===== src/rtl/utils_pkg.sv =====
// Shared widths, memory access-width codes and arbiter state encoding.
package utils_pkg;

    localparam int DATA_WIDTH = 64;
    localparam int INST_WIDTH = 32;

    // Memory access width codes; the U variants are zero-extending loads.
    typedef enum logic [2:0] {
        MEM_B  = 3'd0,
        MEM_H  = 3'd1,
        MEM_W  = 3'd2,
        MEM_D  = 3'd3,
        MEM_BU = 3'd4,
        MEM_HU = 3'd5,
        MEM_WU = 3'd6
    } mem_wid_e;

    // Arbiter FSM: issue in IDLE, collect read data in WAIT.
    typedef enum logic {
        ST_IDLE = 1'b0,
        ST_WAIT = 1'b1
    } arb_state_e;

    // Which client owns the access currently in flight.
    typedef enum logic {
        PORT_LS = 1'b0,
        PORT_IF = 1'b1
    } arb_port_e;

endpackage


===== src/rtl/mem_arbiter_if.sv =====
// Fetch port, load/store port and memory-side bus of the arbiter.
interface mem_arbiter_if #(
    parameter int ADDR_W = 16
);
    import utils_pkg::*;

    // instruction fetch client
    logic                  if_req_valid_i;
    logic                  if_req_ready_o;
    logic [ADDR_W-1:0]     if_addr_i;
    logic                  if_resp_valid_o;
    logic                  if_resp_ready_i;
    logic [INST_WIDTH-1:0] if_inst_o;
    logic                  if_err_o;

    // load/store client
    logic                  ls_req_valid_i;
    logic                  ls_req_ready_o;
    logic [ADDR_W-1:0]     ls_addr_i;
    logic                  ls_we_i;
    logic [2:0]            ls_wid_i;
    logic [DATA_WIDTH-1:0] ls_wdata_i;
    logic                  ls_resp_valid_o;
    logic                  ls_resp_ready_i;
    logic [DATA_WIDTH-1:0] ls_rdata_o;
    logic                  ls_err_o;

    // memory side
    logic                  mem_en_o;
    logic                  mem_enwr_o;
    logic [ADDR_W-1:0]     mem_addr_o;
    logic [2:0]            mem_wid_o;
    logic [DATA_WIDTH-1:0] mem_wdata_o;
    logic [DATA_WIDTH-1:0] mem_rdata_i;
    logic                  mem_unalign_i;

    // arbiter side
    modport slave (
        input  if_req_valid_i, if_addr_i, if_resp_ready_i,
        input  ls_req_valid_i, ls_addr_i, ls_we_i, ls_wid_i, ls_wdata_i, ls_resp_ready_i,
        input  mem_rdata_i, mem_unalign_i,
        output if_req_ready_o, if_resp_valid_o, if_inst_o, if_err_o,
        output ls_req_ready_o, ls_resp_valid_o, ls_rdata_o, ls_err_o,
        output mem_en_o, mem_enwr_o, mem_addr_o, mem_wid_o, mem_wdata_o
    );

    // clients + memory side
    modport master (
        output if_req_valid_i, if_addr_i, if_resp_ready_i,
        output ls_req_valid_i, ls_addr_i, ls_we_i, ls_wid_i, ls_wdata_i, ls_resp_ready_i,
        output mem_rdata_i, mem_unalign_i,
        input  if_req_ready_o, if_resp_valid_o, if_inst_o, if_err_o,
        input  ls_req_ready_o, ls_resp_valid_o, ls_rdata_o, ls_err_o,
        input  mem_en_o, mem_enwr_o, mem_addr_o, mem_wid_o, mem_wdata_o
    );

endinterface


===== src/rtl/mem_arb_pick.sv =====
// Grant selection between fetch and load/store with a fetch starvation guard.
module mem_arb_pick #(
    parameter int STARVE_LIMIT = 4
) (
    input  logic clk,
    input  logic rst_n,
    input  logic if_elig_i,   // fetch eligible this cycle
    input  logic ls_elig_i,   // load/store eligible this cycle
    input  logic if_pend_i,   // fetch request raised (eligible or not)
    output logic gnt_if_o,
    output logic gnt_ls_o
);
    localparam int CNT_W = (STARVE_LIMIT < 1) ? 1 : $clog2(STARVE_LIMIT + 1);

    logic [CNT_W-1:0] starve_q, starve_d;
    logic             starved;

    assign starved  = (starve_q == CNT_W'(STARVE_LIMIT));
    // Data port has priority until the fetch port has been passed over STARVE_LIMIT times.
    assign gnt_ls_o = ls_elig_i && !(if_elig_i && starved);
    assign gnt_if_o = if_elig_i && !gnt_ls_o;

    // Count data grants that bypass a waiting fetch; saturate, clear once fetch is served or gone.
    always_comb begin
        starve_d = starve_q;
        if (gnt_if_o || !if_pend_i)
            starve_d = '0;
        else if (gnt_ls_o && if_elig_i && !starved)
            starve_d = starve_q + CNT_W'(1);
    end

    // Starvation counter register.
    always_ff @(posedge clk or negedge rst_n) begin
        if (!rst_n) starve_q <= '0;
        else        starve_q <= starve_d;
    end

endmodule


===== src/rtl/mem_arbiter.sv =====
// Two-client memory arbiter: one access per two cycles, response registers per client.
module mem_arbiter #(
    parameter int ADDR_W       = 16,
    parameter int STARVE_LIMIT = 4
) (
    input  logic         clk,
    input  logic         rst_n,
    mem_arbiter_if.slave bus
);
    import utils_pkg::*;

    arb_state_e            state_q, state_d;
    arb_port_e             port_q, port_d;
    logic                  we_q, we_d;
    logic                  unalign_q, unalign_d;

    logic                  if_resp_valid_q, if_resp_valid_d;
    logic [INST_WIDTH-1:0] if_inst_q, if_inst_d;
    logic                  if_err_q, if_err_d;
    logic                  ls_resp_valid_q, ls_resp_valid_d;
    logic [DATA_WIDTH-1:0] ls_rdata_q, ls_rdata_d;
    logic                  ls_err_q, ls_err_d;

    logic                  if_elig, ls_elig, gnt_if, gnt_ls;
    logic                  if_misal, issue, in_wait;
    logic [ADDR_W-1:0]     if_addr, ls_addr;

    assign if_addr = bus.if_addr_i;
    assign ls_addr = bus.ls_addr_i;
    assign in_wait = (state_q == ST_WAIT);

    // A port may be granted only in IDLE and only if its response slot frees up this cycle.
    // rst_n gating keeps req_ready and mem_* low while reset is held.
    assign if_elig = rst_n && !in_wait && bus.if_req_valid_i &&
                     (!if_resp_valid_q || bus.if_resp_ready_i);
    assign ls_elig = rst_n && !in_wait && bus.ls_req_valid_i &&
                     (!ls_resp_valid_q || bus.ls_resp_ready_i);

    mem_arb_pick #(.STARVE_LIMIT(STARVE_LIMIT)) u_pick (
        .clk       (clk),
        .rst_n     (rst_n),
        .if_elig_i (if_elig),
        .ls_elig_i (ls_elig),
        .if_pend_i (bus.if_req_valid_i),
        .gnt_if_o  (gnt_if),
        .gnt_ls_o  (gnt_ls)
    );

    // Misaligned fetches are answered locally without touching memory.
    assign if_misal = gnt_if && (if_addr[1:0] != 2'b00);
    assign issue    = gnt_ls || (gnt_if && !if_misal);

    // FSM state register.
    always_ff @(posedge clk or negedge rst_n) begin
        if (!rst_n) state_q <= ST_IDLE;
        else        state_q <= state_d;
    end

    // FSM next state: a real memory access costs exactly one WAIT cycle.
    always_comb begin
        state_d = state_q;
        case (state_q)
            ST_IDLE: if (issue) state_d = ST_WAIT;
            ST_WAIT: state_d = ST_IDLE;
            default: state_d = ST_IDLE;
        endcase
    end

    // FSM outputs: handshake to the granted client and the memory command.
    always_comb begin
        bus.if_req_ready_o = gnt_if;
        bus.ls_req_ready_o = gnt_ls;
        bus.mem_en_o       = 1'b0;
        bus.mem_enwr_o     = 1'b0;
        bus.mem_addr_o     = '0;
        bus.mem_wid_o      = '0;
        bus.mem_wdata_o    = '0;
        if (gnt_ls) begin
            bus.mem_en_o    = 1'b1;
            bus.mem_enwr_o  = ~bus.ls_we_i;
            bus.mem_addr_o  = ls_addr;
            bus.mem_wid_o   = bus.ls_wid_i;
            bus.mem_wdata_o = bus.ls_wdata_i;
        end else if (gnt_if && !if_misal) begin
            bus.mem_en_o   = 1'b1;
            bus.mem_enwr_o = 1'b1;
            bus.mem_addr_o = if_addr;
            bus.mem_wid_o  = MEM_WU;
        end
    end

    // Capture owner, store flag and alignment fault on the issue edge.
    always_comb begin
        port_d    = port_q;
        we_d      = we_q;
        unalign_d = unalign_q;
        if (issue) begin
            port_d    = gnt_ls ? PORT_LS : PORT_IF;
            we_d      = gnt_ls && bus.ls_we_i;
            unalign_d = gnt_ls && bus.mem_unalign_i;
        end
    end

    // Response slots: clear on handshake, reload from memory in WAIT (same edge wins).
    always_comb begin
        if_resp_valid_d = if_resp_valid_q;
        if_inst_d       = if_inst_q;
        if_err_d        = if_err_q;
        ls_resp_valid_d = ls_resp_valid_q;
        ls_rdata_d      = ls_rdata_q;
        ls_err_d        = ls_err_q;

        if (if_resp_valid_q && bus.if_resp_ready_i) if_resp_valid_d = 1'b0;
        if (ls_resp_valid_q && bus.ls_resp_ready_i) ls_resp_valid_d = 1'b0;

        if (if_misal) begin
            if_resp_valid_d = 1'b1;
            if_inst_d       = '0;
            if_err_d        = 1'b1;
        end
        if (in_wait && port_q == PORT_IF) begin
            if_resp_valid_d = 1'b1;
            if_inst_d       = bus.mem_rdata_i[INST_WIDTH-1:0];
            if_err_d        = 1'b0;
        end
        if (in_wait && port_q == PORT_LS) begin
            ls_resp_valid_d = 1'b1;
            ls_rdata_d      = we_q ? '0 : bus.mem_rdata_i;  // store completes with zero data
            ls_err_d        = unalign_q;
        end
    end

    // Issue-side and response registers; reset drops any access in flight.
    always_ff @(posedge clk or negedge rst_n) begin
        if (!rst_n) begin
            port_q          <= PORT_LS;
            we_q            <= 1'b0;
            unalign_q       <= 1'b0;
            if_resp_valid_q <= 1'b0;
            if_inst_q       <= '0;
            if_err_q        <= 1'b0;
            ls_resp_valid_q <= 1'b0;
            ls_rdata_q      <= '0;
            ls_err_q        <= 1'b0;
        end else begin
            port_q          <= port_d;
            we_q            <= we_d;
            unalign_q       <= unalign_d;
            if_resp_valid_q <= if_resp_valid_d;
            if_inst_q       <= if_inst_d;
            if_err_q        <= if_err_d;
            ls_resp_valid_q <= ls_resp_valid_d;
            ls_rdata_q      <= ls_rdata_d;
            ls_err_q        <= ls_err_d;
        end
    end

    assign bus.if_resp_valid_o = if_resp_valid_q;
    assign bus.if_inst_o       = if_inst_q;
    assign bus.if_err_o        = if_err_q;
    assign bus.ls_resp_valid_o = ls_resp_valid_q;
    assign bus.ls_rdata_o      = ls_rdata_q;
    assign bus.ls_err_o        = ls_err_q;

endmodule


===== src/flat_wrapper.sv =====
// flat-port wrapper written by rule: the top's interface ports become plain ports
module mem_arbiter_flat import utils_pkg::*;
#(
    parameter int ADDR_W       = 16,
    parameter int STARVE_LIMIT = 4
)
  (clk, rst_n, bus_if_req_valid_i, bus_if_addr_i, bus_if_resp_ready_i, bus_ls_req_valid_i, bus_ls_addr_i, bus_ls_we_i, bus_ls_wid_i, bus_ls_wdata_i, bus_ls_resp_ready_i, bus_mem_rdata_i, bus_mem_unalign_i, bus_if_req_ready_o, bus_if_resp_valid_o, bus_if_inst_o, bus_if_err_o, bus_ls_req_ready_o, bus_ls_resp_valid_o, bus_ls_rdata_o, bus_ls_err_o, bus_mem_en_o, bus_mem_enwr_o, bus_mem_addr_o, bus_mem_wid_o, bus_mem_wdata_o);
  mem_arbiter_if #(.ADDR_W(ADDR_W)) bus_i ();
  input  logic clk;
  input  logic rst_n;
  input wire logic [$bits(bus_i.if_req_valid_i)-1:0] bus_if_req_valid_i;
  input wire logic [$bits(bus_i.if_addr_i)-1:0] bus_if_addr_i;
  input wire logic [$bits(bus_i.if_resp_ready_i)-1:0] bus_if_resp_ready_i;
  input wire logic [$bits(bus_i.ls_req_valid_i)-1:0] bus_ls_req_valid_i;
  input wire logic [$bits(bus_i.ls_addr_i)-1:0] bus_ls_addr_i;
  input wire logic [$bits(bus_i.ls_we_i)-1:0] bus_ls_we_i;
  input wire logic [$bits(bus_i.ls_wid_i)-1:0] bus_ls_wid_i;
  input wire logic [$bits(bus_i.ls_wdata_i)-1:0] bus_ls_wdata_i;
  input wire logic [$bits(bus_i.ls_resp_ready_i)-1:0] bus_ls_resp_ready_i;
  input wire logic [$bits(bus_i.mem_rdata_i)-1:0] bus_mem_rdata_i;
  input wire logic [$bits(bus_i.mem_unalign_i)-1:0] bus_mem_unalign_i;
  output wire logic [$bits(bus_i.if_req_ready_o)-1:0] bus_if_req_ready_o;
  output wire logic [$bits(bus_i.if_resp_valid_o)-1:0] bus_if_resp_valid_o;
  output wire logic [$bits(bus_i.if_inst_o)-1:0] bus_if_inst_o;
  output wire logic [$bits(bus_i.if_err_o)-1:0] bus_if_err_o;
  output wire logic [$bits(bus_i.ls_req_ready_o)-1:0] bus_ls_req_ready_o;
  output wire logic [$bits(bus_i.ls_resp_valid_o)-1:0] bus_ls_resp_valid_o;
  output wire logic [$bits(bus_i.ls_rdata_o)-1:0] bus_ls_rdata_o;
  output wire logic [$bits(bus_i.ls_err_o)-1:0] bus_ls_err_o;
  output wire logic [$bits(bus_i.mem_en_o)-1:0] bus_mem_en_o;
  output wire logic [$bits(bus_i.mem_enwr_o)-1:0] bus_mem_enwr_o;
  output wire logic [$bits(bus_i.mem_addr_o)-1:0] bus_mem_addr_o;
  output wire logic [$bits(bus_i.mem_wid_o)-1:0] bus_mem_wid_o;
  output wire logic [$bits(bus_i.mem_wdata_o)-1:0] bus_mem_wdata_o;
  assign bus_i.if_req_valid_i = bus_if_req_valid_i;
  assign bus_i.if_addr_i = bus_if_addr_i;
  assign bus_i.if_resp_ready_i = bus_if_resp_ready_i;
  assign bus_i.ls_req_valid_i = bus_ls_req_valid_i;
  assign bus_i.ls_addr_i = bus_ls_addr_i;
  assign bus_i.ls_we_i = bus_ls_we_i;
  assign bus_i.ls_wid_i = bus_ls_wid_i;
  assign bus_i.ls_wdata_i = bus_ls_wdata_i;
  assign bus_i.ls_resp_ready_i = bus_ls_resp_ready_i;
  assign bus_i.mem_rdata_i = bus_mem_rdata_i;
  assign bus_i.mem_unalign_i = bus_mem_unalign_i;
  assign bus_if_req_ready_o = bus_i.if_req_ready_o;
  assign bus_if_resp_valid_o = bus_i.if_resp_valid_o;
  assign bus_if_inst_o = bus_i.if_inst_o;
  assign bus_if_err_o = bus_i.if_err_o;
  assign bus_ls_req_ready_o = bus_i.ls_req_ready_o;
  assign bus_ls_resp_valid_o = bus_i.ls_resp_valid_o;
  assign bus_ls_rdata_o = bus_i.ls_rdata_o;
  assign bus_ls_err_o = bus_i.ls_err_o;
  assign bus_mem_en_o = bus_i.mem_en_o;
  assign bus_mem_enwr_o = bus_i.mem_enwr_o;
  assign bus_mem_addr_o = bus_i.mem_addr_o;
  assign bus_mem_wid_o = bus_i.mem_wid_o;
  assign bus_mem_wdata_o = bus_i.mem_wdata_o;
  mem_arbiter #(.ADDR_W(ADDR_W), .STARVE_LIMIT(STARVE_LIMIT)) u_core (.clk(clk), .rst_n(rst_n), .bus(bus_i));
endmodule

===== config.mk =====
export PLATFORM = sky130hd
export DESIGN_NAME = mem_arbiter_flat
export DESIGN_NICKNAME = d
export VERILOG_FILES = /design/src/rtl/utils_pkg.sv /design/src/rtl/mem_arbiter_if.sv /design/src/rtl/mem_arb_pick.sv /design/src/rtl/mem_arbiter.sv /design/src/flat_wrapper.sv
export SDC_FILE = /design/constraint.sdc
export NUM_CORES = 1
export LEC_CHECK = 0
export CORE_AREA = 2 2 139 141
export CTS_CLUSTER_DIAMETER = 40
export DETAILED_ROUTE_END_ITERATION = 8
export DIE_AREA = 0 0 141 143
export PLACE_DENSITY_LB_ADDON = 0.25
export RECOVER_POWER = 50
export SYNTH_ARGS = -nofsm -noshare
export SYNTH_HDL_FRONTEND = slang
export SYNTH_SLANG_ARGS = --single-unit
export TNS_END_PERCENT = 5

===== constraint.sdc =====
create_clock -name clk -period 1.9 [get_ports clk]
set_input_delay 0.38 -clock clk [delete_from_list [all_inputs] [get_ports clk]]
set_output_delay 0.38 -clock clk [all_outputs]
set_load 0.05 [all_outputs]

==> flow_metrics.py <==
metrics = {
    "synth": {
        "synth_area_per_cell_um2": 9.863,
        "synthFlopType": "dfrtp_1",
        "synth_cell_types": 34,
        "synth.top_cell.area_share_pct": 52.92,
        "syn_inst": 513,
        "synth-seq-cells": 107,
        "synth.most_common_cell": "dfrtp_1",
        "yosys.area.top_type": "dfrtp_1",
        "synthArstFlopShare_pct": 100.0,
        "synth_area_leaders": "dfrtp_1 53%, and3_1 8.7%, nand2b_1 8.2%",
        "synthTopCellsByCount": "107 x dfrtp_1, 71 x nand2_1, 70 x and3_1",
        "synth_edf_count": 0,
        "yosys_warnings": 0,
        "synth-seq-area-share_pct": 52.92,
        "netlist_area_mm2": 0.005060,
        "synth_nets": 686,
    },
    "pwr": {
        "p_per_area_mw_per_mm2": 1125,
        "power_switching_mw": 4.959,
        "swShare_pct": 46.83,
        "leakagePower_nw": 4.702,
        "pwr-share-clk_pct": 19.8,
        "peakVddDrop_v": 0.0005139,
        "p_seq_share_pct": 30.7,
        "comb_power_share_pct": 49.5,
        "p_int_mw": 5.630,
    },
    "worst_setup_path": {
        "startpoint": "bus_if_resp_ready_i",
        "reg2reg_from": "u_core.u_pick.starve_q[1]",
        "cp.arrival_ns": 1.98,
        "r2r_slack_ns": 0.10,
        "endpoint_kind": "primary output",
        "path_max_fanout": 11,
        "reg2reg_depth": 10,
        "critical_path_class": "input pin to primary output",
        "r2r_end": "u_core.in_wait",
        "critPathRequiredTime_ns": 1.52,
        "start_kind": "input pin",
    },
    "sta": {
        "whs_ns": 0.4492,
        "fin_skew_ns": 0.007112,
        "maxSlewViolCount": 0,
        "slew_headroom_pct": 11.57,
        "report.final.hold_viol_count": 0,
        "rsz0062_at_grt": "yes",
        "max_slew.worst_pin.slew_ns": 1.326,
        "setup_ws_ns": -0.4627,
        "fmax_mhz": 423.2,
        "post-route-period-util_pct": 124.4,
        "setup_violations": 89,
        "fin_crit_ns": 2.363,
    },
    "cts": {
        "cts_root_buf": "clkbuf_16",
        "clkTransAtPathRegs_ns": 0.08,
        "numCtsBuffers": 9,
        "clkLatencyLatePin_ns": 0.35,
        "htreeDepth": 3,
        "cts_tree": "yes",
        "clkSinkCount": 107,
        "postCtsHoldBufs": 0,
        "clock_path_buffers": 2,
    },
    "run_status": {
        "status": "finished, violations left",
        "violations": "negative setup slack",
    },
    "global_routing": {
        "track_usage_pct": 20.81,
        "grt.overflow.total": 0,
        "first_global_vias": 5229,
        "antenna_found_initial": 0,
        "grt_max_degree": 75,
        "grt_pass1_wl_um": 31780,
    },
    "floorplan": {
        "rows": 50,
        "die_y_um": 143,
        "core_mm2": 0.01858,
        "ios": 358,
        "die_w_um": 141,
        "dieArea_mm2": 0.02016,
        "start_util_pct": 27.23,
    },
    "detailed_routing": {
        "drt-initial-drc-count": 311,
        "routedWlPerCell_um": 19.31,
        "vias_per_cell": 4.624,
        "antenna_left": 0,
        "drc": 0,
        "num_vias": 5146,
        "drt-total-wl_um": 21490,
        "drt-pass1-iter-count": 4,
    },
    "place": {
        "io_buffers": 357,
        "dp_hpwl_um": 16010,
        "dpl_cell_area_mm2": 0.008980,
        "gp_congestion": 0.8512,
    },
    "finish": {
        "fillerInstances": 1766,
        "layout-drive-gt1-share_pct": 21.41,
        "nets": 1046,
        "area_delta_synth_final_pct": 86.10,
        "stdcell_area_mm2": 0.009417,
    },
    "worst_hold_path": {
        "hold_path.class": "input pin to async pin",
    },
    "run": {
        "max-cap-violations": 0,
    },
}
per-layer routing:
| metal | up-vias | part of all wire, % | track usage [%] |
|---|---|---|---|
| met3 | 26 | 9.2 | 6.808 |
| met4 | 0 | 1.8 | 5.263 |
| met1 | 2397 | 43 | 27.34 |
| li1 | 2492 | - | - |
| met2 | 231 | 46 | 33.30 |
| met5 | - | 0 | 0 |
logic make-up (layout without fill, tap and decap cells):
| family | count (synthesis) | count (layout) | share of synthesized area, % |
|---|---|---|---|
| flops | 107 | 107 | 52.92 |
| other cells | 0 | 1 | 0 |
| compound gates | 123 | 123 | 16.37 |
| fa+ha+maj | 2 | 2 | 0.4945 |
| simple gates | 225 | 226 | 24.70 |
| xor+xnor | 1 | 1 | 0.1731 |
| buf+inv | 55 | 419 | 5.341 |
critical path, stage by stage:
cell	delay, ns
clkdlybuf4s50_1	0.50
nand2b_4	0.16
and3_1	0.22
and3_4	0.36
o21bai_2	0.19
buf_12	0.16
power by group through the flow:
stage / Sequential, mW / Combinational [mW] / Clock [mW]
2_1_floorplan: 5.48 / 1.25 / 0
3_3_place_gp: 3.28 / 5.63 / 0
3_5_place_dp: 3.31 / 5.64 / 0
4_1_cts: 3.27 / 5.62 / 2.16
5_1_grt: 3.34 / 5.51 / 2.26
6_report: 3.25 / 5.24 / 2.10
registers in the layout, summed over array words and instances (netlist names):
register	cells
u_core.bus.if_err_o	1
u_core.bus.if_inst_o	32
u_core.bus.if_resp_valid_o	1
u_core.bus.ls_err_o	1
u_core.bus.ls_rdata_o	64
u_core.bus.ls_resp_valid_o	1
u_core.in_wait	1
u_core.port_q	1
u_core.u_pick.starve_q	3
u_core.unalign_q	1
u_core.we_q	1
stage by stage:
stage	power, mW	std cells	setup TNS [ns]	setup WS, ns	util [%]
2_1_floorplan	6.724	513	-7.402	-0.1032	-
3_3_place_gp	8.905	1090	-31.45	-0.4531	48.33
3_5_place_dp	8.948	1090	-32.90	-0.4605	48.33
4_1_cts	11.04	1110	-36.40	-0.4568	51.58
5_1_grt	11.11	1112	-61.61	-0.5196	50.67
6_report	10.59	1113	-35.11	-0.4627	50.68
layout make-up:
class | instances | area (um2) | area share (%)
timing repair buffer | 396 | 3745 | 39.77
clock buffer | 9 | 225.2 | 2.392
clock inverter | 7 | 110.1 | 1.169
tap | 234 | 292.8 | 3.109
inverter | 7 | 33.78 | 0.3588
sequential | 107 | 2681 | 28.47
antenna | 1 | 2.502 | 0.02657
multi-input combinational | 352 | 2326 | 24.70
placed cells by master (no fill, tap or decap), types with 2 or more instances in the layout:
cell	count
clkdlybuf4s50_1	169
dfrtp_1	104
nand2_1	70
and3_1	66
nand2b_1	65
o21ai_0	65
buf_4	65
clkbuf_1	58
buf_6	33
a22o_1	32
dlygate4sd2_1	26
buf_12	23
a22o_4	14
dlymetal6s2s_1	13
clkbuf_16	10
and3_4	5
nand3_1	5
inv_1	4
a21oi_1	3
clkbuf_2	3
dfrtp_2	3
inv_2	2
inv_8	2
nor2_1	2
a21o_4	2
bufinv_16	2
inv_6	2
buf_16	2
clkbuf_4	2
timing repair:
| action | in CTS | in global routing |
|---|---|---|
| gates resized for setup | 82 | 18 |
| setup endpoints to repair | 113 | 100 |
| gates cloned | 3 | 1 |
| setup buffers | 1 | 1 |
| pin swaps | 10 | 4 |
worst max-delay path by stage:
stage	endpoint	slack, ns
2_1_floorplan	bus_mem_addr_o[1]	-0.10
3_3_place_gp	bus_mem_enwr_o	-0.45
3_5_place_dp	bus_mem_enwr_o	-0.46
4_1_cts	bus_mem_addr_o[10]	-0.46
5_1_grt	bus_mem_addr_o[15]	-0.52
6_report	bus_mem_enwr_o	-0.46
No activity file was read; power rests on OpenSTA's default activity.
